File: config.mk
export PLATFORM = sky130hd
export DESIGN_NAME = mfsk_mod
export DESIGN_NICKNAME = d
export VERILOG_FILES = /design/src/rtl/mfsk_mod.sv
export SDC_FILE = /design/constraint.sdc
export NUM_CORES = 1
export LEC_CHECK = 0
export BUFFER_PORTS_ARGS = -buffer_cell sky130_fd_sc_hd__clkbuf_2
export CAP_MARGIN = 5
export CORE_ASPECT_RATIO = 0.8
export CORE_MARGIN = 2
export CORE_UTILIZATION = 61
export CTS_CLUSTER_DIAMETER = 120
export DETAILED_ROUTE_END_ITERATION = 10
export PLACE_DENSITY = 0.88
export SLEW_MARGIN = 20
export SYNTH_ARGS = -nofsm -noshare
export SYNTH_HDL_FRONTEND = slang
export SYNTH_SLANG_ARGS = --single-unit
File: constraint.sdc
create_clock -name clk -period 9.8 [get_ports clk]
set_input_delay 1.96 -clock clk [delete_from_list [all_inputs] [get_ports clk]]
set_output_delay 1.96 -clock clk [all_outputs]
set_load 0.01 [all_outputs]
File: src/rtl/mfsk_mod.sv
// rtl/mfsk_mod.sv - M-ary FSK modulator: symbol FIFO, per-tone tuning table, continuous-phase accumulator.
// Each symbol holds its tuning word for SPS samples; the accumulator never resets except on rst.
module mfsk_mod #(
  parameter int BITS    = 2,
  parameter int PHASE_W = 32,
  parameter int SPS_W   = 16,
  parameter int DEPTH   = 4
) (
  input  logic               clk,
  input  logic               rst,
  input  logic               cfg_we,
  input  logic [BITS:0]      cfg_addr,
  input  logic [PHASE_W-1:0] cfg_data,
  input  logic               sym_valid,
  input  logic [BITS-1:0]    sym_data,
  output logic               sym_ready,
  output logic [PHASE_W-1:0] phase,
  output logic               out_valid,
  output logic [BITS-1:0]    tone,
  output logic               sym_strobe,
  output logic               underrun,
  output logic               busy
);

  localparam int M  = 1 << BITS;
  localparam int AW = $clog2(DEPTH);

  typedef enum logic {IDLE, RUN} state_t;

  logic [PHASE_W-1:0] tw_q [M];
  logic [PHASE_W-1:0] tw_d [M];
  logic [SPS_W-1:0]   sps_q, sps_d;
  logic [BITS-1:0]    fifo_q [DEPTH];
  logic [BITS-1:0]    fifo_d [DEPTH];
  logic [AW:0]        wr_ptr_q, wr_ptr_d;
  logic [AW:0]        rd_ptr_q, rd_ptr_d;
  state_t             state_q, state_d;
  logic [SPS_W-1:0]   cnt_q, cnt_d;
  logic [PHASE_W-1:0] step_q, step_d;
  logic [PHASE_W-1:0] phase_q, phase_d;
  logic [BITS-1:0]    tone_q, tone_d;
  logic               out_valid_q, out_valid_d;
  logic               sym_strobe_q, sym_strobe_d;
  logic               underrun_q, underrun_d;

  logic               fifo_empty;
  logic               fifo_full;
  logic               push;
  logic               pop;
  logic [BITS-1:0]    head;
  logic [PHASE_W-1:0] head_tw;
  logic [SPS_W-1:0]   start_cnt;
  logic [AW:0]        ptr_one;

  assign ptr_one    = {{AW{1'b0}}, 1'b1};
  assign fifo_empty = (wr_ptr_q == rd_ptr_q);
  assign fifo_full  = (wr_ptr_q[AW] != rd_ptr_q[AW]) &&
                      (wr_ptr_q[AW-1:0] == rd_ptr_q[AW-1:0]);
  assign push       = sym_valid && !fifo_full;
  assign pop        = !fifo_empty && ((state_q == IDLE) || (cnt_q == '0));
  assign head       = fifo_q[rd_ptr_q[AW-1:0]];
  assign head_tw    = tw_q[head];
  // A programmed SPS of zero is treated as one sample per symbol.
  assign start_cnt  = (sps_q == '0) ? '0 : (sps_q - SPS_W'(1));

  always_comb begin
    for (int i = 0; i < M; i++) tw_d[i] = tw_q[i];
    for (int i = 0; i < DEPTH; i++) fifo_d[i] = fifo_q[i];
    sps_d        = sps_q;
    wr_ptr_d     = wr_ptr_q;
    rd_ptr_d     = rd_ptr_q;
    state_d      = state_q;
    cnt_d        = cnt_q;
    step_d       = step_q;
    phase_d      = phase_q;
    tone_d       = tone_q;
    out_valid_d  = 1'b0;
    sym_strobe_d = 1'b0;
    underrun_d   = 1'b0;

    if (cfg_we) begin
      if (!cfg_addr[BITS]) begin
        tw_d[cfg_addr[BITS-1:0]] = cfg_data;
      end else if (cfg_addr[BITS-1:0] == '0) begin
        sps_d = cfg_data[SPS_W-1:0];
      end
    end

    if (push) begin
      fifo_d[wr_ptr_q[AW-1:0]] = sym_data;
      wr_ptr_d = wr_ptr_q + ptr_one;
    end

    // Symbol start reads the pre-edge table, so a same-edge config write waits a symbol.
    if (pop) begin
      rd_ptr_d     = rd_ptr_q + ptr_one;
      state_d      = RUN;
      tone_d       = head;
      step_d       = head_tw;
      cnt_d        = start_cnt;
      phase_d      = phase_q + head_tw;
      out_valid_d  = 1'b1;
      sym_strobe_d = 1'b1;
    end else if (state_q == RUN) begin
      if (cnt_q != '0) begin
        phase_d     = phase_q + step_q;
        cnt_d       = cnt_q - SPS_W'(1);
        out_valid_d = 1'b1;
      end else begin
        state_d    = IDLE;
        underrun_d = 1'b1;
      end
    end
  end

  always_ff @(posedge clk or posedge rst) begin
    if (rst) begin
      for (int i = 0; i < M; i++) tw_q[i] <= '0;
      for (int i = 0; i < DEPTH; i++) fifo_q[i] <= '0;
      sps_q        <= SPS_W'(1);
      wr_ptr_q     <= '0;
      rd_ptr_q     <= '0;
      state_q      <= IDLE;
      cnt_q        <= '0;
      step_q       <= '0;
      phase_q      <= '0;
      tone_q       <= '0;
      out_valid_q  <= 1'b0;
      sym_strobe_q <= 1'b0;
      underrun_q   <= 1'b0;
    end else begin
      for (int i = 0; i < M; i++) tw_q[i] <= tw_d[i];
      for (int i = 0; i < DEPTH; i++) fifo_q[i] <= fifo_d[i];
      sps_q        <= sps_d;
      wr_ptr_q     <= wr_ptr_d;
      rd_ptr_q     <= rd_ptr_d;
      state_q      <= state_d;
      cnt_q        <= cnt_d;
      step_q       <= step_d;
      phase_q      <= phase_d;
      tone_q       <= tone_d;
      out_valid_q  <= out_valid_d;
      sym_strobe_q <= sym_strobe_d;
      underrun_q   <= underrun_d;
    end
  end

  assign sym_ready  = !fifo_full;
  assign phase      = phase_q;
  assign out_valid  = out_valid_q;
  assign tone       = tone_q;
  assign sym_strobe = sym_strobe_q;
  assign underrun   = underrun_q;
  assign busy       = (state_q == RUN) || !fifo_empty;

endmodule

==> out/metrics.yaml, run 1 <==
pwr:
  peakVddDrop_uv: 174.4
  power_density_nw_per_um2: 296.9
  leakage_nw: 6.425
worst_setup_path:
  worstPathRequired_ns: 10.25
  critPathKind: "flip-flop to flip-flop"
  cp_common_cell: "a21oi_1"
  cp-start-kind: "flip-flop"
  cp_max_fo: 45
  crit_path_end_kind: "flip-flop"
  cp_slowest_cell: "inv_2"
  crit_path_cell_trace: "or4_1 > or4_4 > o41ai_4 > nand2_4 > inv_2 > nand2_1 > nand2_1 > ha_1 > a211oi_1 > o211ai_1 > a21oi_1 > a21oi_1 > a21oi_1 > o21ai_0 > or4b_2 > nand3_1"
  slowest_delay_ns: 0.65
  crit_arrival_ns: 6.23
logic_synthesis:
  syn_inst: 1125
  synth_top_area_share: 0.4857
  ys_types: 60
  synth_compound_area_frac: 0.08480
  synth_warnings: 0
  yosys_register_bits: 243
  yosys.area.top_type: "dfrtp_1"
  synth_top_family_by_area: "multiplexers"
  yosys.area_share.simple: 0.1304
  synth_area_leaders: "dfrtp_1 49%, mux2_2 14%, mux4_2 5.8%, nand2_1 5.6%, ha_1 4.1%"
  avgSynthCellArea_um2: 11.08
  synthAdderAreaFrac: 0.04275
  synth-async-reset-ratio: 1.000
  synth-edff-count: 0
  ys.flop_type: "dfrtp_1"
  yosys-mux-area-fraction: 0.2042
  synth_xor_area_frac: 0.02669
  synth_nets: 1208
  yosysSeqAreaShare: 0.4878
  syn-cell-area_um2: 12470
routing:
  wire_per_inst_um: 19.33
  first_iter_violations: 839
  wl_mm: 28.37
  via_count: 9043
  first_pass_iters: 5
  drc: 0
  ant_nets: 0
  via_per_inst: 6.160
cts:
  clk_pin_slew_ns: 0.06
  htreeDepth: 1
  clock-root-buffer: "clkbuf_16"
  cts_tree: "done"
  post_cts_buffers: 0
  holdBufCountCts: 0
  clk_latency_ns: 0.53
  clk_path_buf_depth: 3
  cts_num_sinks: 243
  cts_resized: 0
  numCtsBuffers: 24
hold_path:
  min_path_type: "flip-flop to flip-flop"
sta:
  slew_violations: 0
  finalHoldViolations: 0
  setup_tns_ns: 0
  setup_violations: 0
  clock_skew_ns: 0.02143
  period_minus_slack_ns: 5.777
  tightest_slew_ns: 0.9776
  max-slew-margin-rel: 0.3483
  max_freq_mhz: 173.1
  rsz0062_at_grt: "false"
  finalCritPeriodShare: 0.5895
floorplan:
  die_h_um: 131.9
  fp-row-count: 46
  initial_utilization: 0.6261
  die_w_um: 163.8
  fp.dieArea_um2: 21610
  core_um2: 19910
  ios: 80
cells_and_area:
  drive_gt1_frac: 0.2691
  final_core_utilization: 0.6969
  final_common_cell: "dfrtp_1"
  fin_nets: 1270
  area_delta_synth_final_pct: 11.31
  final_cell_mix: "242 x dfrtp_1, 186 x nand2_1, 151 x mux2_2"
  n_antenna_cell: 0
  nFillCells: 1392
placed_design:
  place.gp.congestion: 0.9205
  io_buffer_count: 79
  post-dp-hpwl_mm: 19.11
grt:
  grt_pass1_wl_mm: 45.86
  antenna_found_initial: 0
  grt_pass1_vias: 8739
  grt.overflow.total: 0
  grt_usage: 0.2673
  grt_max_degree: 122
job:
  cap_violations: 0
outcome:
  status: "finished clean"
power breakdown:
group          switching [mW]  total [mW]  internal, mW
Clock                   0.384       0.936         0.552
Combinational           0.892        1.66         0.765
Sequential              0.236        1.53          1.29
Total                    1.51        4.12          2.61
sequential cells by signal (all words and copies together) (netlist names):
signal / count
cnt_q: 16
fifo_q: 8
out_valid: 1
phase: 32
rd_ptr_q: 3
sps_q: 16
step_q: 32
sym_strobe: 1
tone: 2
tw_q: 128
underrun: 1
wr_ptr_q: 3
area by class of cell:
type | instances | area, um2 | area share
multi-input cells | 808 | 6107 | 0.4400
flip-flops and latches | 243 | 6082 | 0.4382
clock buffers | 36 | 705.7 | 0.05085
repair buffers | 88 | 462.9 | 0.03336
well taps | 264 | 330.3 | 0.02380
clock inverters | 7 | 100.1 | 0.007212
inverters | 22 | 90.09 | 0.006491
critical path: cells and delay by family (launching register included):
kind,cells,cell delay (ns)
buffers and inverters,1,0.65
DFF,1,0.44
AOI/OAI and AO/OA,7,1.93
and+or+nand+nor,7,2.44
adders and majority gates,1,0.24
layer usage:
| layer | vias to the layer above | GRT usage | part of all wire |
|---|---|---|---|
| met1 | 4480 | 0.3958 | 0.44 |
| met4 | 0 | 0.06530 | 0.018 |
| met3 | 48 | 0.06323 | 0.086 |
| met5 | - | 0 | 0 |
| met2 | 380 | 0.4031 | 0.46 |
| li1 | 4135 | - | - |
path summary, 6_finish.rpt:
path / endpoint / cells past startpoint / slack (ns) / from
max: phase[29] / 16 / 4.02 / cnt_q[11]
min: step_q[18] / 2 / 0.47 / step_q[18]
max reg2reg: phase[29] / 16 / 4.02 / cnt_q[11]
min reg2reg: step_q[18] / 2 / 0.47 / step_q[18]
max in group asynchronous: phase[17] / 4 / 6.15 / rst
min in group asynchronous: tw_q[103] / 2 / 1.60 / rst
through the flow:
stage / area [um2] / setup WS, ns / cells / power (mW) / hold slack, ns
after global routing: 13880 / 3.666 / 1468 / 4.366 / 0.4857
after CTS: 13880 / 4.147 / 1468 / 4.108 / 0.4721
after detailed placement: 13070 / 4.161 / 1425 / 3.157 / 0.4565
final: 13880 / 4.023 / 1468 / 4.121 / 0.4693
after global placement: 13070 / 4.294 / 1425 / 3.085 / 0.4508
after floorplan: 12470 / 1.168 / 1125 / 2.671 / 0.4394
cells in the mapped netlist (2+ instances only):
master and count:
o31ai_1 3, nand2b_1 7, nand2_1 186, nor2_1 58, or3_1 9, xor2_1 14, a41oi_1 2, buf_2 11
o21ai_0 45, buf_1 10, mux2i_1 11, o2111ai_1 2, a31oi_1 7, xnor2_1 24, a21boi_0 6, nor4b_1 2
o211ai_1 5, nor3_1 21, mux2_2 151, ha_1 41, and2_1 3, or2_2 2, nor3b_1 7, nand3b_1 4
and3_1 2, mux4_2 32, dfrtp_1 242, inv_2 2, nand4_1 4, inv_1 20, nand4b_1 2, a21o_1 8
o21bai_1 6, nor2b_1 11, nor4_1 6, nand3_1 19, a22oi_1 2, or4_1 5, o22ai_1 7, a211oi_1 2
o21a_1 7, clkbuf_1 31, a21oi_1 69
cells by family (layout without fill, tap and decap cells):
group	count (synthesis)	after routing
xor gates and xnor gates	38	38
adders and majority gates	42	42
and+or+nand+nor	356	356
DFF	243	243
buffers and inverters	74	153
muxes	195	195
AOI/OAI and AO/OA	177	177
Note: power is estimated with default switching activity, not from simulation.
==> run 2, diff against run 1 <==
Settings changed: CORE_UTILIZATION 61 to 55, PLACE_DENSITY 0.88 to 0.84.
Clock period 9.8 ns to 5.23 ns, I/O delays scaled along.
==> out/metrics.yaml, run 2 (same netlist as run 1, synthesis figures left out) <==
outcome:
  status: "finished clean"
hold_path:
  min_from: "step_q[7]"
  min_path_type: "flip-flop to flip-flop"
  min_to: "step_q[7]"
  min_path_cells: 2  # unchanged
cts:
  cts_tree: "done"
  clk_path_buf_depth: 3  # unchanged
  post_cts_buffers: 0  # unchanged
  htreeDepth: 1  # unchanged
  clk_latency_ns: 0.54  # about the same
  cts_num_sinks: 243  # unchanged
  clock-root-buffer: "clkbuf_16"
  clk_pin_slew_ns: 0.06  # about the same
  numCtsBuffers: 26  # +8.3%
sta:
  setup_tns_ns: 0  # unchanged
  slew_violations: 0  # unchanged
  tightest_slew_ns: 1.006  # +0.02870 ns
  rsz0062_at_grt: "false"
  max_freq_mhz: 206.2  # +19%
  clock_skew_ns: 0.01482  # -0.006611 ns
  period_minus_slack_ns: 4.849  # -0.9284 ns
  setup_violations: 0  # unchanged
  max-slew-margin-rel: 0.3282  # -0.02011
  finalCritPeriodShare: 0.9271  # +0.3376
  finalHoldViolations: 0  # unchanged
  fin_hold_ws_ns: 0.4671  # -0.002256 ns
routing:
  wl_met2_mm: 12.48  # -3.9%
  first_pass_iters: 5  # unchanged
  via_count: 8872  # -1.9%
  wire_per_inst_um: 18.72  # -3.2%
  via_per_inst: 5.856  # -4.9%
  first_iter_violations: 701  # -16%
  ant_nets: 0  # unchanged
  top_layer: "met4"
  wl_mm: 28.36  # about the same
  wirelength_met1_mm: 13.45  # +8.0%
  drc: 0  # unchanged
  met3_length_mm: 1.866  # -23%
placed_design:
  post-dp-hpwl_mm: 19.33  # +1.2%
  io_buffer_count: 79  # unchanged
  place.gp.congestion: 0.8753  # -4.9%
worst_setup_path:
  reg2reg_to: "phase[29]"
  path_buf_inv: 1  # unchanged
  critPathKind: "flip-flop to flip-flop"
  path_delay_family: "simple AND/OR/NAND/NOR gates"
  crit_arrival_ns: 5.32  # -0.91 ns
  worstPathRequired_ns: 5.70  # -4.55 ns
  startpoint: "cnt_q[11]"
  cp_max_fo: 44  # -2.2%
  crit_path_end_kind: "flip-flop"
  r2r-start: "cnt_q[11]"
  cp_slowest_cell: "or4b_2"
  rrSetupSlack_ns: 0.38  # -3.64 ns
  cp-start-kind: "flip-flop"
  r2r_cells: 16  # unchanged
  crit_path_cell_trace: "or4_1 > or4_4 > o41ai_4 > nand2_4 > buf_4 > nand2_1 > nand2_1 > ha_1 > o21ai_0 > a2111oi_0 > a21oi_1 > a21oi_2 > a21oi_1 > o21ai_0 > or4b_2 > nand3_1"
  slowest_delay_ns: 0.61  # -0.04 ns
cells_and_area:
  top_register: "tw_q"
  nFillCells: 1687  # +21%
  area_delta_synth_final_pct: 12.65
  n_antenna_cell: 0  # unchanged
  largest_reg_flops: 128  # unchanged
  final_cell_mix: "242 x dfrtp_1, 186 x nand2_1, 151 x mux2_2"
  fin_nets: 1277  # +0.55%
  multi_input_area_um2: 6111  # about the same
  final_common_cell: "dfrtp_1"
  regArea_um2: 6082  # unchanged
  drive_gt1_frac: 0.2738  # +0.004677
grt:
  grt_usage: 0.2442  # -0.02317
  antenna_found_initial: 0  # unchanged
  grt.overflow.total: 0  # unchanged
  grt_max_degree: 127  # +4.1%
  grt_pass1_wl_mm: 46.66  # +1.7%
  grt_pass1_vias: 8905  # +1.9%
pwr:
  switchingPower_mw: 2.853  # +89%
  p_int_mw: 4.975  # +91%
  switching_share: 0.3644  # -0.002550
  power.share.clock: 0.239  # +0.012
  peakVddDrop_uv: 338.6  # +94%
  leakage_nw: 6.461  # +0.55%
  p_seq_frac: 0.366  # -0.005
  power_density_nw_per_um2: 557.3  # +88%
  combPwrFrac: 0.395  # -0.007
floorplan:
  ios: 80  # unchanged
  core_um2: 22380  # +12%
  fp-row-count: 49  # +6.5%
  die_h_um: 138.7  # +5.2%
  initial_utilization: 0.5572  # -0.06893
  die_w_um: 172.3  # +5.2%
  fp.dieArea_um2: 23900  # +11%
job:
  cap_violations: 0  # unchanged
run 2: routing by layer:
layer / vias up / GRT usage
li1: 4139 / -
met1: 4428 / 0.3751
met2: 260 / 0.3636
met3: 45 / 0.04652
met4: 0 / 0.05307
met5: - / 0
run 2: worst register-to-register path, delay by kind of cell (launching register included):
kind,cells,cell delay (ns)
and+or+nand+nor,7,2.07
AOI/OAI and AO/OA,7,1.63
DFF,1,0.44
adders and majority gates,1,0.34
buffers and inverters,1,0.30
run 2: cell type report:
type                            instances  area share
Tap cell                              306     0.02726
Clock inverter                          9     0.01140
Clock buffer                           34     0.05060
Timing Repair Buffer                   93     0.03652
Inverter                               22    0.006146
Multi-Input combinational cell        808      0.4351
Sequential cell                       243      0.4330
run 2: stage by stage:
| step | setup slack [ns] | area [um2] | util | power (mW) | instances |
|---|---|---|---|---|---|
| 6_report | 0.3813 | 14050 | 0.6277 | 7.828 | 1515 |
| 5_1_grt | 0.04297 | 14050 | 0.6277 | 8.291 | 1515 |
| 4_1_cts | 0.3581 | 14040 | 0.6275 | 7.818 | 1515 |
| 3_5_place_dp | 0.3678 | 13170 | 0.5886 | 5.924 | 1472 |
| 3_3_place_gp | 0.5238 | 13170 | 0.5886 | 5.792 | 1472 |
| 2_1_floorplan | 0.6099 | 12470 | - | 5.006 | 1125 |
run 2: worst max path at each step:
| stage | to | slack [ns] | cells after the start |
|---|---|---|---|
| global placement | phase[29] | 0.52 | 16 |
| finish | phase[29] | 0.38 | 16 |
| floorplan | phase[29] | 0.61 | 17 |
| global route | phase[29] | 0.04 | 16 |
| detailed placement | phase[29] | 0.37 | 16 |
| CTS | phase[29] | 0.36 | 16 |
run 2: power groups by stage:
stage          combinational (mW)  sequential (mW)  clock (mW)
2_1_floorplan                2.22             2.79           0
3_3_place_gp                 2.96             2.84           0
4_1_cts                      3.07             2.85        1.89
3_5_place_dp                 3.05             2.87           0
5_1_grt                      3.38             2.93        1.98
6_report                     3.09             2.87        1.87
run 2: repair_timing:
item	4_1_cts	5_1_grt
setup endpoints to repair	0	1
gates resized for setup	0	1
hold buffers	0	0
==> run 3, diff against run 2 <==
Settings changed: CAP_MARGIN 5 to 40, CORE_MARGIN 2 to 3, CORE_UTILIZATION 55 to 61, PLACE_DENSITY 0.84 to 0.88.
Clock period 5.23 ns to 4.91 ns, I/O delays scaled along.
==> out/metrics.yaml, run 3 (same netlist as run 1, synthesis figures left out) <==
sta:
  finalCritPeriodShare: 0.9534  # +0.02629
  max-slew-margin-rel: 0.4335  # +0.1053
  setup_tns_ns: 0  # unchanged
  finalHoldViolations: 0  # unchanged
  clock_skew_ns: 0.02214  # +0.007327 ns
  fin_ws_ns: 0.2289  # -0.1524 ns
  max_freq_mhz: 213.6  # +3.6%
  period_minus_slack_ns: 4.681  # -0.1676 ns
  slew_violations: 0  # unchanged
  fin_hold_ws_ns: 0.4665  # -0.0006040 ns
  setup_violations: 0  # unchanged
  tightest_slew_ns: 0.8498  # -0.1565 ns
cells_and_area:
  fin_nets: 1283  # +0.47%
  largest_reg_flops: 128  # unchanged
  area_delta_synth_final_pct: 12.78
  final_core_utilization: 0.7041  # +0.07643
  drive_gt1_frac: 0.2833  # +0.009471
  n_antenna_cell: 0  # unchanged
  top_register: "tw_q"
  final_cell_mix: "241 x dfrtp_1, 186 x nand2_1, 151 x mux2_2"
  final_common_cell: "dfrtp_1"
cts:
  numCtsBuffers: 24  # -7.7%
  clk_path_buf_depth: 3  # unchanged
  clk_latency_ns: 0.55  # about the same
  htreeDepth: 1  # unchanged
  clock-root-buffer: "clkbuf_16"
  cts_tree: "done"
  cts_num_sinks: 243  # unchanged
  clk_pin_slew_ns: 0.07  # about the same
placed_design:
  place.gp.congestion: 0.9193  # +5.0%
  dpl_worst_slack_ns: 0.04314  # -0.3247 ns
  post-dp-hpwl_mm: 20.24  # +4.7%
  io_buffer_count: 79  # unchanged
floorplan:
  initial_utilization: 0.6243  # +0.06712
  ios: 80  # unchanged
  fp-row-count: 46  # -6.1%
  fp.dieArea_um2: 22200  # -7.1%
  core_um2: 19970  # -11%
  die_h_um: 133.9  # -3.5%
  die_w_um: 165.8  # -3.8%
hold_path:
  min_from: "step_q[4]"
  min_path_cells: 2  # unchanged
  min_to: "step_q[4]"
  min_path_type: "flip-flop to flip-flop"
worst_setup_path:
  crit_arrival_ns: 5.10  # -0.22 ns
  startpoint: "cnt_q[11]"
  path_buf_inv: 2  # +1
  rrSetupSlack_ns: 0.23  # -0.15 ns
  reg2reg_to: "phase[31]"
  crit_path_end_kind: "flip-flop"
  cp-start-kind: "flip-flop"
  r2r_cells: 17  # +1
  crit_path_cell_trace: "or4_1 > or4_4 > o41ai_4 > nand2_4 > buf_4 > nand2_1 > nand2_1 > ha_2 > nand4_1 > a2111oi_4 > a21oi_2 > a21oi_2 > a21oi_1 > buf_4 > o21bai_1 > nor3b_2 > nor4_2"
  cp_max_fo: 13  # -70%
  path_delay_family: "simple AND/OR/NAND/NOR gates"
  critPathKind: "flip-flop to flip-flop"
  worstPathRequired_ns: 5.33  # -0.37 ns
  cp_slowest_cell: "or4_1"
  r2r-start: "cnt_q[11]"
  slowest_delay_ns: 0.58  # -0.03 ns
grt:
  grt_usage: 0.2706  # +0.02647
  grt_pass1_wl_mm: 49.02  # +5.1%
  antenna_found_initial: 0  # unchanged
  grt_pass1_vias: 9110  # +2.3%
  grt_max_degree: 159  # +25%
  grt.overflow.total: 0  # unchanged
outcome:
  status: "finished clean"
pwr:
  peakVddDrop_uv: 353.4  # +4.4%
  p_total_mw: 8.353  # +6.7%
  leakage_nw: 6.500  # +0.61%
  power_density_nw_per_um2: 594.0  # +6.6%
routing:
  wl_mm: 30.25  # +6.7%
  wire_per_inst_um: 20.41  # +9.1%
  via_count: 9269  # +4.5%
  first_iter_violations: 1182  # +69%
  via_per_inst: 6.254  # +6.8%
  drc: 0  # unchanged
  first_pass_iters: 7  # +2
  ant_nets: 0  # unchanged
job:
  cap_violations: 0  # unchanged
## run 3: changes by cell type in the layout (fill, tap and decap cells not counted), sizes merged
cell	delta
buf	+8
clkinv	+4
bufinv	-2
clkbuf	+2
clkinvlp	-2
inv	-1
## run 3: how the worst max path moves through the flow
stage / depth (start not counted) / slack (ns) / endpoint
2_1_floorplan: 17 / 0.29 / phase[29]
3_3_place_gp: 17 / 0.26 / phase[27]
3_5_place_dp: 17 / 0.04 / phase[31]
4_1_cts: 17 / 0.001 / phase[31]
6_report: 17 / 0.23 / phase[31]
5_1_grt: 18 / -0.05 / phase[10]
## run 3: stage by stage
stage | std cells | cell area [um2]
after floorplan | 1125 | 12470
after global placement | 1434 | 13160
after detailed placement | 1435 | 13190
after CTS | 1479 | 14000
after global routing | 1482 | 14060
final | 1482 | 14060
## run 3: area by class of cell
| cell class | count | area (um2) |
|---|---|---|
| inverter | 22 | 93.84 |
| fill | 1375 | 5909 |
| clock inverter | 8 | 92.59 |
| clock buffer | 36 | 715.7 |
| timing repair buffer | 101 | 605.6 |
| tap | 264 | 330.3 |
| sequential | 243 | 6083 |
| multi-input combinational | 808 | 6141 |
## run 3: tightest hold or removal path, stage by stage, from the launching register on
cell,delay [ns]
dfrtp_1,0.32
nand2_1,0.06
nand2_1,0.06
## run 3: where the power goes
group / internal [mW] / switching, mW
logic: 1.57 / 1.85
registers: 2.58 / 0.488
clock network: 1.07 / 0.790
total: 5.22 / 3.13
## run 3: repair_timing
item / 4_1_cts / 5_1_grt
pin swaps: 0 / 3
setup buffers: 0 / 3
endpoints found under the setup margin: 2 / 9
hold buffers: 0 / 0
gates resized for setup: 2 / 11
## run 3: metal layers
metal	up-vias	wire length, um	track usage	part of all wire
li1	4159	-	-	-
met1	4580	13030	0.3920	0.43
met2	439	13710	0.4210	0.45
met3	91	2651	0.06305	0.088
met4	0	856	0.06836	0.028
met5	-	0	0	0
